--- src/rtl/frame_mem_arbiter_if.sv ---
// Bus bundle between the frame BRAM arbiter and its surroundings: the write requester,
// the read requester and the single-port frame BRAM.
// slave  : arbiter side (takes requests and BRAM read data, drives acks and BRAM controls)
// master : surroundings side (requesters plus the BRAM itself)
interface frame_mem_arbiter_if #(
   parameter int N = 17,
   parameter int D = 16
);
   logic         wr_req;
   logic [N-1:0] wr_addr;
   logic [D-1:0] wr_data;
   logic         wr_ack;
   logic         rd_req;
   logic [N-1:0] rd_addr;
   logic         rd_ack;
   logic         rd_valid;
   logic [D-1:0] rd_data;
   logic         addr_err;
   logic         frame_done;
   logic         mem_ena;
   logic         mem_wea;
   logic [N-1:0] mem_addr;
   logic [D-1:0] mem_dina;
   logic [D-1:0] mem_douta;

   modport slave (
      input  wr_req, wr_addr, wr_data, rd_req, rd_addr, mem_douta,
      output wr_ack, rd_ack, rd_valid, rd_data, addr_err, frame_done,
             mem_ena, mem_wea, mem_addr, mem_dina
   );

   modport master (
      output wr_req, wr_addr, wr_data, rd_req, rd_addr, mem_douta,
      input  wr_ack, rd_ack, rd_valid, rd_data, addr_err, frame_done,
             mem_ena, mem_wea, mem_addr, mem_dina
   );
endinterface

--- src/rtl/frame_mem_arbiter.sv ---
// frame_mem_arbiter: shares one single-port frame BRAM between a pixel-fill writer and a
// window-fetch reader. One access per cycle, all outputs registered (no combinational
// path from any request to the BRAM controls), in-order read return with a valid strobe,
// out-of-frame addresses acked with addr_err but never sent to the memory, and a
// frame_done pulse on the write of the last frame word.
// Build option: define ARB_ROUND_ROBIN_EN to resolve simultaneous requests round-robin;
// left undefined, the writer always wins a tie.
module frame_mem_arbiter #(
   parameter int N      = 17,
   parameter int D      = 16,
   parameter int WORDS  = 16384,
   parameter int RD_LAT = 1
) (
   input logic                clk,
   input logic                reset,
   frame_mem_arbiter_if.slave bus
);

   localparam logic [N-1:0] LAST_ADDR = N'(WORDS - 1);

   logic         wr_ack_reg;
   logic         rd_ack_reg;
   logic         rd_valid_reg;
   logic [D-1:0] rd_data_reg;
   logic         addr_err_reg;
   logic         frame_done_reg;
   logic         mem_ena_reg;
   logic         mem_wea_reg;
   logic [N-1:0] mem_addr_reg;
   logic [D-1:0] mem_dina_reg;

   // Read tags: stage 0 is the grant cycle, stage RD_LAT is the cycle mem_douta is valid.
   logic [RD_LAT:0] tag_valid_reg;
   logic [RD_LAT:0] tag_err_reg;

   logic wr_elig;
   logic rd_elig;
   logic wr_err;
   logic rd_err;
   logic wr_wins;
   logic grant_wr;
   logic grant_rd;

   // A requester acked this cycle still shows its old req, so it sits this round out.
   assign wr_elig = bus.wr_req && !wr_ack_reg;
   assign rd_elig = bus.rd_req && !rd_ack_reg;
   assign wr_err  = bus.wr_addr > LAST_ADDR;
   assign rd_err  = bus.rd_addr > LAST_ADDR;

`ifdef ARB_ROUND_ROBIN_EN
   // High when the writer has priority on the next tie (it was not granted last).
   logic wr_turn_reg;

   assign wr_wins = wr_turn_reg;

   // Round-robin pointer: flips toward the other requester after every grant.
   always_ff @(posedge clk or negedge reset) begin
      if (!reset) begin
         wr_turn_reg <= 1'b1;
      end else if (grant_wr) begin
         wr_turn_reg <= 1'b0;
      end else if (grant_rd) begin
         wr_turn_reg <= 1'b1;
      end
   end
`else
   assign wr_wins = 1'b1;
`endif

   assign grant_wr = wr_elig && (!rd_elig || wr_wins);
   assign grant_rd = rd_elig && !grant_wr;

   // Register the grant decision: acks, error and frame-end flags for the grant cycle.
   always_ff @(posedge clk or negedge reset) begin
      if (!reset) begin
         wr_ack_reg     <= 1'b0;
         rd_ack_reg     <= 1'b0;
         addr_err_reg   <= 1'b0;
         frame_done_reg <= 1'b0;
      end else begin
         wr_ack_reg     <= grant_wr;
         rd_ack_reg     <= grant_rd;
         addr_err_reg   <= (grant_wr && wr_err) || (grant_rd && rd_err);
         frame_done_reg <= grant_wr && (bus.wr_addr == LAST_ADDR);
      end
   end

   // Drive the BRAM for legal grants only; address/data hold their last value otherwise.
   always_ff @(posedge clk or negedge reset) begin
      if (!reset) begin
         mem_ena_reg  <= 1'b0;
         mem_wea_reg  <= 1'b0;
         mem_addr_reg <= '0;
         mem_dina_reg <= '0;
      end else begin
         mem_ena_reg <= (grant_wr && !wr_err) || (grant_rd && !rd_err);
         mem_wea_reg <= grant_wr && !wr_err;
         if (grant_wr && !wr_err) begin
            mem_addr_reg <= bus.wr_addr;
            mem_dina_reg <= bus.wr_data;
         end else if (grant_rd && !rd_err) begin
            mem_addr_reg <= bus.rd_addr;
         end
      end
   end

   // Shift read tags alongside the BRAM latency; reset flushes reads in flight.
   always_ff @(posedge clk or negedge reset) begin
      if (!reset) begin
         tag_valid_reg <= '0;
         tag_err_reg   <= '0;
      end else begin
         tag_valid_reg <= {tag_valid_reg[RD_LAT-1:0], grant_rd};
         tag_err_reg   <= {tag_err_reg[RD_LAT-1:0], grant_rd && rd_err};
      end
   end

   // Capture returned read data; rejected reads return zero instead of BRAM output.
   always_ff @(posedge clk or negedge reset) begin
      if (!reset) begin
         rd_valid_reg <= 1'b0;
         rd_data_reg  <= '0;
      end else begin
         rd_valid_reg <= tag_valid_reg[RD_LAT];
         if (tag_valid_reg[RD_LAT]) begin
            rd_data_reg <= tag_err_reg[RD_LAT] ? '0 : bus.mem_douta;
         end
      end
   end

   assign bus.wr_ack     = wr_ack_reg;
   assign bus.rd_ack     = rd_ack_reg;
   assign bus.rd_valid   = rd_valid_reg;
   assign bus.rd_data    = rd_data_reg;
   assign bus.addr_err   = addr_err_reg;
   assign bus.frame_done = frame_done_reg;
   assign bus.mem_ena    = mem_ena_reg;
   assign bus.mem_wea    = mem_wea_reg;
   assign bus.mem_addr   = mem_addr_reg;
   assign bus.mem_dina   = mem_dina_reg;

endmodule

--- src/flat_wrapper.sv ---
// flat-port wrapper written by rule: the top's interface ports become plain ports
module frame_mem_arbiter_flat 
#(
   parameter int N      = 17,
   parameter int D      = 16,
   parameter int WORDS  = 16384,
   parameter int RD_LAT = 1
)
  (clk, reset, bus_wr_req, bus_wr_addr, bus_wr_data, bus_rd_req, bus_rd_addr, bus_mem_douta, bus_wr_ack, bus_rd_ack, bus_rd_valid, bus_rd_data, bus_addr_err, bus_frame_done, bus_mem_ena, bus_mem_wea, bus_mem_addr, bus_mem_dina);
  frame_mem_arbiter_if #(.N(N), .D(D)) bus_i ();
  input logic clk;
  input logic reset;
  input wire logic [$bits(bus_i.wr_req)-1:0] bus_wr_req;
  input wire logic [$bits(bus_i.wr_addr)-1:0] bus_wr_addr;
  input wire logic [$bits(bus_i.wr_data)-1:0] bus_wr_data;
  input wire logic [$bits(bus_i.rd_req)-1:0] bus_rd_req;
  input wire logic [$bits(bus_i.rd_addr)-1:0] bus_rd_addr;
  input wire logic [$bits(bus_i.mem_douta)-1:0] bus_mem_douta;
  output wire logic [$bits(bus_i.wr_ack)-1:0] bus_wr_ack;
  output wire logic [$bits(bus_i.rd_ack)-1:0] bus_rd_ack;
  output wire logic [$bits(bus_i.rd_valid)-1:0] bus_rd_valid;
  output wire logic [$bits(bus_i.rd_data)-1:0] bus_rd_data;
  output wire logic [$bits(bus_i.addr_err)-1:0] bus_addr_err;
  output wire logic [$bits(bus_i.frame_done)-1:0] bus_frame_done;
  output wire logic [$bits(bus_i.mem_ena)-1:0] bus_mem_ena;
  output wire logic [$bits(bus_i.mem_wea)-1:0] bus_mem_wea;
  output wire logic [$bits(bus_i.mem_addr)-1:0] bus_mem_addr;
  output wire logic [$bits(bus_i.mem_dina)-1:0] bus_mem_dina;
  assign bus_i.wr_req = bus_wr_req;
  assign bus_i.wr_addr = bus_wr_addr;
  assign bus_i.wr_data = bus_wr_data;
  assign bus_i.rd_req = bus_rd_req;
  assign bus_i.rd_addr = bus_rd_addr;
  assign bus_i.mem_douta = bus_mem_douta;
  assign bus_wr_ack = bus_i.wr_ack;
  assign bus_rd_ack = bus_i.rd_ack;
  assign bus_rd_valid = bus_i.rd_valid;
  assign bus_rd_data = bus_i.rd_data;
  assign bus_addr_err = bus_i.addr_err;
  assign bus_frame_done = bus_i.frame_done;
  assign bus_mem_ena = bus_i.mem_ena;
  assign bus_mem_wea = bus_i.mem_wea;
  assign bus_mem_addr = bus_i.mem_addr;
  assign bus_mem_dina = bus_i.mem_dina;
  frame_mem_arbiter #(.N(N), .D(D), .WORDS(WORDS), .RD_LAT(RD_LAT)) u_core (.clk(clk), .reset(reset), .bus(bus_i));
endmodule
--- config.mk ---
export PLATFORM = sky130hd
export DESIGN_NAME = frame_mem_arbiter_flat
export DESIGN_NICKNAME = d
export VERILOG_FILES = /design/src/rtl/frame_mem_arbiter_if.sv /design/src/rtl/frame_mem_arbiter.sv /design/src/flat_wrapper.sv
export SDC_FILE = /design/constraint.sdc
export NUM_CORES = 1
export LEC_CHECK = 0
export ABC_AREA = 1
export CORE_MARGIN = 1
export CORE_UTILIZATION = 35
export DETAILED_ROUTE_END_ITERATION = 12
export GPL_TIMING_DRIVEN = 0
export PLACE_DENSITY = 0.85
export SLEW_MARGIN = 20
export SYNTH_ARGS = -nofsm -noshare
export SYNTH_HDL_FRONTEND = slang
export SYNTH_SLANG_ARGS = --single-unit
export TNS_END_PERCENT = 10
--- constraint.sdc ---
create_clock -name clk -period 1.2 [get_ports clk]
set_input_delay 0.36 -clock clk [delete_from_list [all_inputs] [get_ports clk]]
set_output_delay 0.36 -clock clk [all_outputs]
set_load 0.005 [all_outputs]
==> impl_metrics.ini, run 1 <==
[outcome]
run_status = complete, but fails checks
failed_checks = DRC, setup timing

[flow_run]
maxCapViolCount = 0

[timing]
worstMarginPinSlew_ns = 0.378
finClkSkew_ns = 0.00519
final_setup_tns_ns = -1.58
report.final.slew_viol_count = 0
unrepaired_setup_endpoints_after_global_routing = yes
timing.final.crit_period_ns = 1.28
maxSlewHeadroom = 0.748
number_of_hold_violations_in_the_final_report = 0
achievable-frequency_ghz = 0.783
period_share = 1.06
final.setup.worst_slack_ns = -0.0777
timing.final.setup_violations = 36
timing.hold.ws_ns = 0.362

[yosys]
netlist_top_cells_count = nand2_1 (69), dfrtp_1 (59), nand3_1 (58), inv_1 (26), o21ai_0 (17)
synth_top_area_share = 0.614
yosysSeqAreaShare = 0.614
netlist_instances = 259
netlist_area_um2 = 2400
yosys.cell_count.top_type = nand2_1
dominant_cells_by_area_after_synthesis = dfrtp_1 (61%), nand3_1 (12%), nand2_1 (11%)
ys.flop_type = dfrtp_1
synth.net_count = 329
synth_cell_types = 14
synth_area_per_inst_um2 = 9.28
async_flop_share = 1.00
cell_accounting_for_the_most_synthesized_area = dfrtp_1
number_of_enable_type_register_cells_in_the_synthesized_netlist = 0
yosys_register_bits = 59
synth-warning-count = 0

[worst_setup_path]
crit_path_arrival_time_ns = 1.48
critical-path-slowest-cell = dfrtp_1
cp_cell_sequence = buf_6, nor2_4, nand3_4, buf_6, nand3_1, nand3_1
slowest_delay_ns = 0.39
critical_path.max_fanout = 10
timing.critical_path.to_type = flip-flop
path_class = flip-flop to flip-flop
worst-endpoint-required_ns = 1.41
critPathLaunchType = flip-flop

[placement]
place.port_buffers = 125
hpwlAfterDp_um = 4870
routabilityCongestion = 0.739
dp_worst_setup_slack_ns = -0.536

[route]
vias = 2347
drc = 10
ant_nets = 0
avgViaCountPerCell = 4.75
route.detailed.wl_per_inst_um = 13.5
drtIter0Drc = 93
routed_wl_um = 6680
first_pass_iters = 8

[hold_path]
hold_wc_path_type = flip-flop to flip-flop

[clock_tree]
cts_buffer_depth = 2
clock_edge_transition_at_the_registers_on_the_reported_setup_and_hold_paths_ns = 0.07
clk_latency_ns = 0.33
cts_tree = built
clock-sinks = 59
cts_made_buffers = 9
clock-root-buffer = clkbuf_8
cts_max_level = 3

[global_route]
grt_antenna_before_repair = 0
grt_start_max_net_pins = 38
overall_routing_resource_usage = 0.199
grt_first_pass_wirelength_um = 11000
number_of_global_route_vias_before_repair = 2315
globalRoute.totalOverflow = 0

[finish]
insertedDiodeCount = 0
largest_register_ffs = 17
final_layout_size_suffix_gt1_frac = 0.269
syn2layout_area_growth_pct = 62.1
num-nets-final = 482

[floorplanning]
start_util = 0.370
fp.dieH_um = 84.9
top_level_ports = 126
rows = 29
design.die.area_um2 = 7210
core_um2 = 6490
die_width_um = 84.9

[power_and_ir_drop]
ir_drop_v = 0.000715
pwr_density_cell_nw_per_um2 = 1500
power.static_leakage_nw = 1.98
-- path summary, 6_finish.rpt --
check | startpoint | end | slack, ns | cells past startpoint
worst max-delay path | u_core.bus.wr_ack | u_core.bus.mem_addr[4] | -0.08 | 6
worst min-delay path | u_core.tag_err_reg[0] | u_core.tag_err_reg[1] | 0.36 | 0
worst max register to register | u_core.bus.wr_ack | u_core.bus.mem_addr[4] | -0.08 | 6
worst min register to register | u_core.tag_err_reg[0] | u_core.tag_err_reg[1] | 0.36 | 0
max in group asynchronous | reset | u_core.bus.mem_addr[16] | 0.24 | 3
min in group asynchronous | reset | u_core.bus.mem_dina[8] | 0.47 | 2
-- cell families after synthesis --
family                 share of synthesized area
AND/OR/NAND/NOR                            0.273
flip-flops                                 0.614
buffers and inverters                     0.0780
AO/OA/AOI/OAI                             0.0354
-- cell type report --
| class | instances | area [µm²] |
|---|---|---|
| Clock inverter | 6 | 88.8 |
| Clock buffer | 10 | 138 |
| Sequential cell | 59 | 1480 |
| Multi-Input combinational cell | 160 | 766 |
| Fill cell | 586 | 2600 |
| Buffer | 13 | 113 |
| Tap cell | 77 | 96.3 |
| Inverter | 27 | 106 |
| Timing Repair Buffer | 142 | 1110 |
-- per-stage QoR --
step | instance area [µm²] | instances | utilization | power [W]
2_1_floorplan | 2400 | 259 | - | 0.00296
3_3_place_gp | 3750 | 461 | 0.578 | 0.00401
3_5_place_dp | 3770 | 462 | 0.580 | 0.00407
4_1_cts | 4020 | 490 | 0.619 | 0.00598
5_1_grt | 3900 | 494 | 0.600 | 0.00616
6_report | 3900 | 494 | 0.600 | 0.00583
-- per-layer routing --
metal | vias to the layer above | GRT usage | routed length, µm
met4 | 0 | 0.0678 | 87
met3 | 10 | 0.0652 | 588
met1 | 1095 | 0.244 | 2680
li1 | 1135 | - | -
met2 | 107 | 0.333 | 3320
met5 | - | 0 | 0
-- layout by cell type (no fill, tap or decap), drive strengths merged --
master	count
clkdlybuf4s50	67
inv	26
dlygate4sd3	1
clkinvlp	2
buf	47
clkinv	3
dlygate4sd2	1
clkbuf	49
nand3	59
nand2	70
bufinv	2
dfrtp	59
nand4	3
o21ai	17
nor2	11
-- power by group --
part | internal [W] | switching (W)
clock | 0.00122 | 0.000802
sequential | 0.00235 | 0.000188
combinational | 0.000705 | 0.000562
-- what timing repair did --
| action | 4_1_cts | 5_1_grt |
|---|---|---|
| buffers inserted | 11 | 4 |
| hold buffers | 1 | 0 |
| hold endpoints to repair | 22 | 0 |
| gates resized for setup | 166 | 42 |
| pin swaps | 5 | 2 |
| setup endpoints to repair | 94 | 101 |
-- worst max-delay path, delay by kind of cell, from the launching register on --
family	cells	cell delay [ns]
buf+inv	2	0.30
flops	1	0.39
simple gates	4	0.47
(Power assumes the default switching activity.)
==> run 2: changes to the inputs <==
--- a/config.mk
+++ b/config.mk
@@ -8,9 +8,11 @@
 export ABC_AREA = 1
 export CORE_MARGIN = 1
 export CORE_UTILIZATION = 35
+export CTS_CLUSTER_DIAMETER = 100
 export DETAILED_ROUTE_END_ITERATION = 12
 export GPL_TIMING_DRIVEN = 0
 export PLACE_DENSITY = 0.85
+export SETUP_SLACK_MARGIN = 0.4
 export SLEW_MARGIN = 20
 export SYNTH_ARGS = -nofsm -noshare
 export SYNTH_HDL_FRONTEND = slang
==> run 2 against run 1 <==
The flow still finishes with violations (DRC, setup timing). Power grew 3.6%. Die area stayed put. Clock skew is 0.0047 ns higher. Sequential power hardly changed. Cell area increased by 6.2%. Sequential share of layout area fell by 2.2 points. Routed wire length increased by 7.9%. Maximum frequency down 3.5%. Via count increased by 0.30%. First-iteration DRC count fell by 13%. Critical path depth is 1 higher. Worst setup slack worse by 0.046 ns. Critical path type is now input port to flip-flop. Largest power group unchanged. Highest routed layer unchanged.
==> impl_metrics.ini, run 2 (synthesis gave the netlist of run 1 again) <==
[global_route]
grt_antenna_before_repair = 0
grt_start_max_net_pins = 60
overall_routing_resource_usage = 0.208
grt_util_met3 = 0.0720
globalRouteMet2Util = 0.365
number_of_global_route_vias_before_repair = 2387
globalRoute.totalOverflow = 0
globalRoute.busiestLayer = met2
use_met1 = 0.240
grt_first_pass_wirelength_um = 11500

[placement]
hpwlAfterDp_um = 4710
place.port_buffers = 125
placedCellCount = 461
routabilityCongestion = 0.753

[outcome]
run_status = complete, but fails checks
failed_checks = DRC, setup timing

[worst_setup_path]
reg2reg_from = u_core.bus.wr_ack
worst-endpoint-required_ns = 1.41
r2r-end = u_core.bus.mem_dina[12]
reg2regPathDepth = 7
timing.critical_path.to_type = flip-flop
critical_path.max_fanout = 10
critPathLaunchType = input port
crit_path_arrival_time_ns = 1.53
path_class = input port to flip-flop
timing.reg2reg.setup_slack_ns = -0.11

[floorplanning]
start_util = 0.370
fp.dieH_um = 84.9
top_level_ports = 126
design.die.area_um2 = 7210
core_um2 = 6490
die_width_um = 84.9
rows = 29

[clock_tree]
clk_latency_ns = 0.33
cts_max_level = 3
clock-root-buffer = clkbuf_8
cts_tree = built
clock-sinks = 59
cts_made_buffers = 9
clock_edge_transition_at_the_registers_on_the_reported_setup_and_hold_paths_ns = 0.07
cts_buffer_depth = 2

[route]
first_pass_iters = 9
avgViaCountPerCell = 4.72
drtIter0Drc = 81
drc = 10
route.detailed.wl_per_inst_um = 14.4
vias = 2354
routed_wl_um = 7200
ant_nets = 0

[timing]
finClkSkew_ns = 0.00988
number_of_hold_violations_in_the_final_report = 0
timing.hold.ws_ns = 0.0891
period_share = 1.10
unrepaired_setup_endpoints_after_global_routing = yes
report.final.slew_viol_count = 0
achievable-frequency_ghz = 0.755
timing.final.crit_period_ns = 1.32
worstMarginPinSlew_ns = 0.741
timing.final.setup_violations = 43
maxSlewHeadroom = 0.506
final.setup.worst_slack_ns = -0.124

[power_and_ir_drop]
power.static_leakage_nw = 2.07
pwr_density_cell_nw_per_um2 = 1460
ir_drop_v = 0.000684

[finish]
final_layout_size_suffix_gt1_frac = 0.351
largest_register_ffs = 17
insertedDiodeCount = 0
layout_common_cells = nand2_1 (68), clkdlybuf4s50_1 (67), dfrtp_1 (58)
most_common_cell_after_layout_fill_and_taps_aside = nand2_1
instances_no_fill = 499
syn2layout_area_growth_pct = 72.1
num-nets-final = 487

[flow_run]
maxCapViolCount = 0

[hold_path]
hold_wc_path_type = input port to async pin
run 2: cell count changes in the layout (fill, tap and decap cells not counted), moves of 6 or more:
cell	before	now
nand3_1	55	37
buf_6	5	11
o21ai_2	0	7
nand3_2	3	17
o21ai_0	17	1
o21ai_1	0	9
run 2: worst max-delay path by stage:
stage                       startpoint                       to  slack, ns
5_1_grt                bus_rd_addr[16]  u_core.bus.mem_addr[10]      -0.21
2_1_floorplan  u_core.tag_valid_reg[0]  u_core.bus.mem_addr[10]       0.08
3_5_place_dp                bus_wr_req   u_core.bus.mem_addr[2]      -0.51
6_report                    bus_rd_req  u_core.bus.mem_addr[10]      -0.12
4_1_cts              u_core.bus.wr_ack  u_core.bus.mem_dina[12]      -0.13
3_3_place_gp                     reset   u_core.bus.mem_dina[3]      -2.05
run 2: final cells by class:
type                            instances  area, µm²
Clock buffer                           11        151
Multi-Input combinational cell        160        910
Fill cell                             543       2360
Tap cell                               77       96.3
Clock inverter                          5       75.1
Timing Repair Buffer                  147       1140
Buffer                                 13        178
Inverter                               27        109
Sequential cell                        59       1480
run 2: repair_timing:
action                     CTS  global route
buffers inserted            15             3
resized for setup          222            50
setup endpoints to repair  112           112
cloned                       4             0
pin swaps                   14             9
hold buffers                 0             0
run 2: metal layers:
layer	share of wire	wire length, µm	up-vias
met5	0	0	-
met1	0.39	2810	1087
met2	0.52	3710	107
met3	0.083	595	10
li1	-	-	1150
met4	0.012	89	0
run 2: through the flow:
stage          setup TNS, ns  area [µm²]  power, W  utilization  setup slack [ns]
2_1_floorplan              0        2410   0.00296            -            0.0761
3_3_place_gp         -137.39        3750   0.00402        0.578             -2.05
3_5_place_dp          -17.46        3750   0.00407        0.578            -0.509
4_1_cts                -6.51        4220   0.00613        0.650            -0.125
5_1_grt                -7.66        4140   0.00637        0.637            -0.215
6_report               -3.12        4140   0.00604        0.637            -0.124
run 2: critical path, stage by stage:
cell and delay (ns):
clkdlybuf4s50_1 0.47, nand2_2 0.07, nor2_4 0.18, nand2_2 0.13, buf_6 0.18, nand3_1 0.07, nand3_1 0.07
run 2: power breakdown:
part	internal, W	switching [W]	total, W
logic	0.000814	0.000642	0.00146
clock network	0.00127	0.000762	0.00203
registers	0.00235	0.000201	0.00255
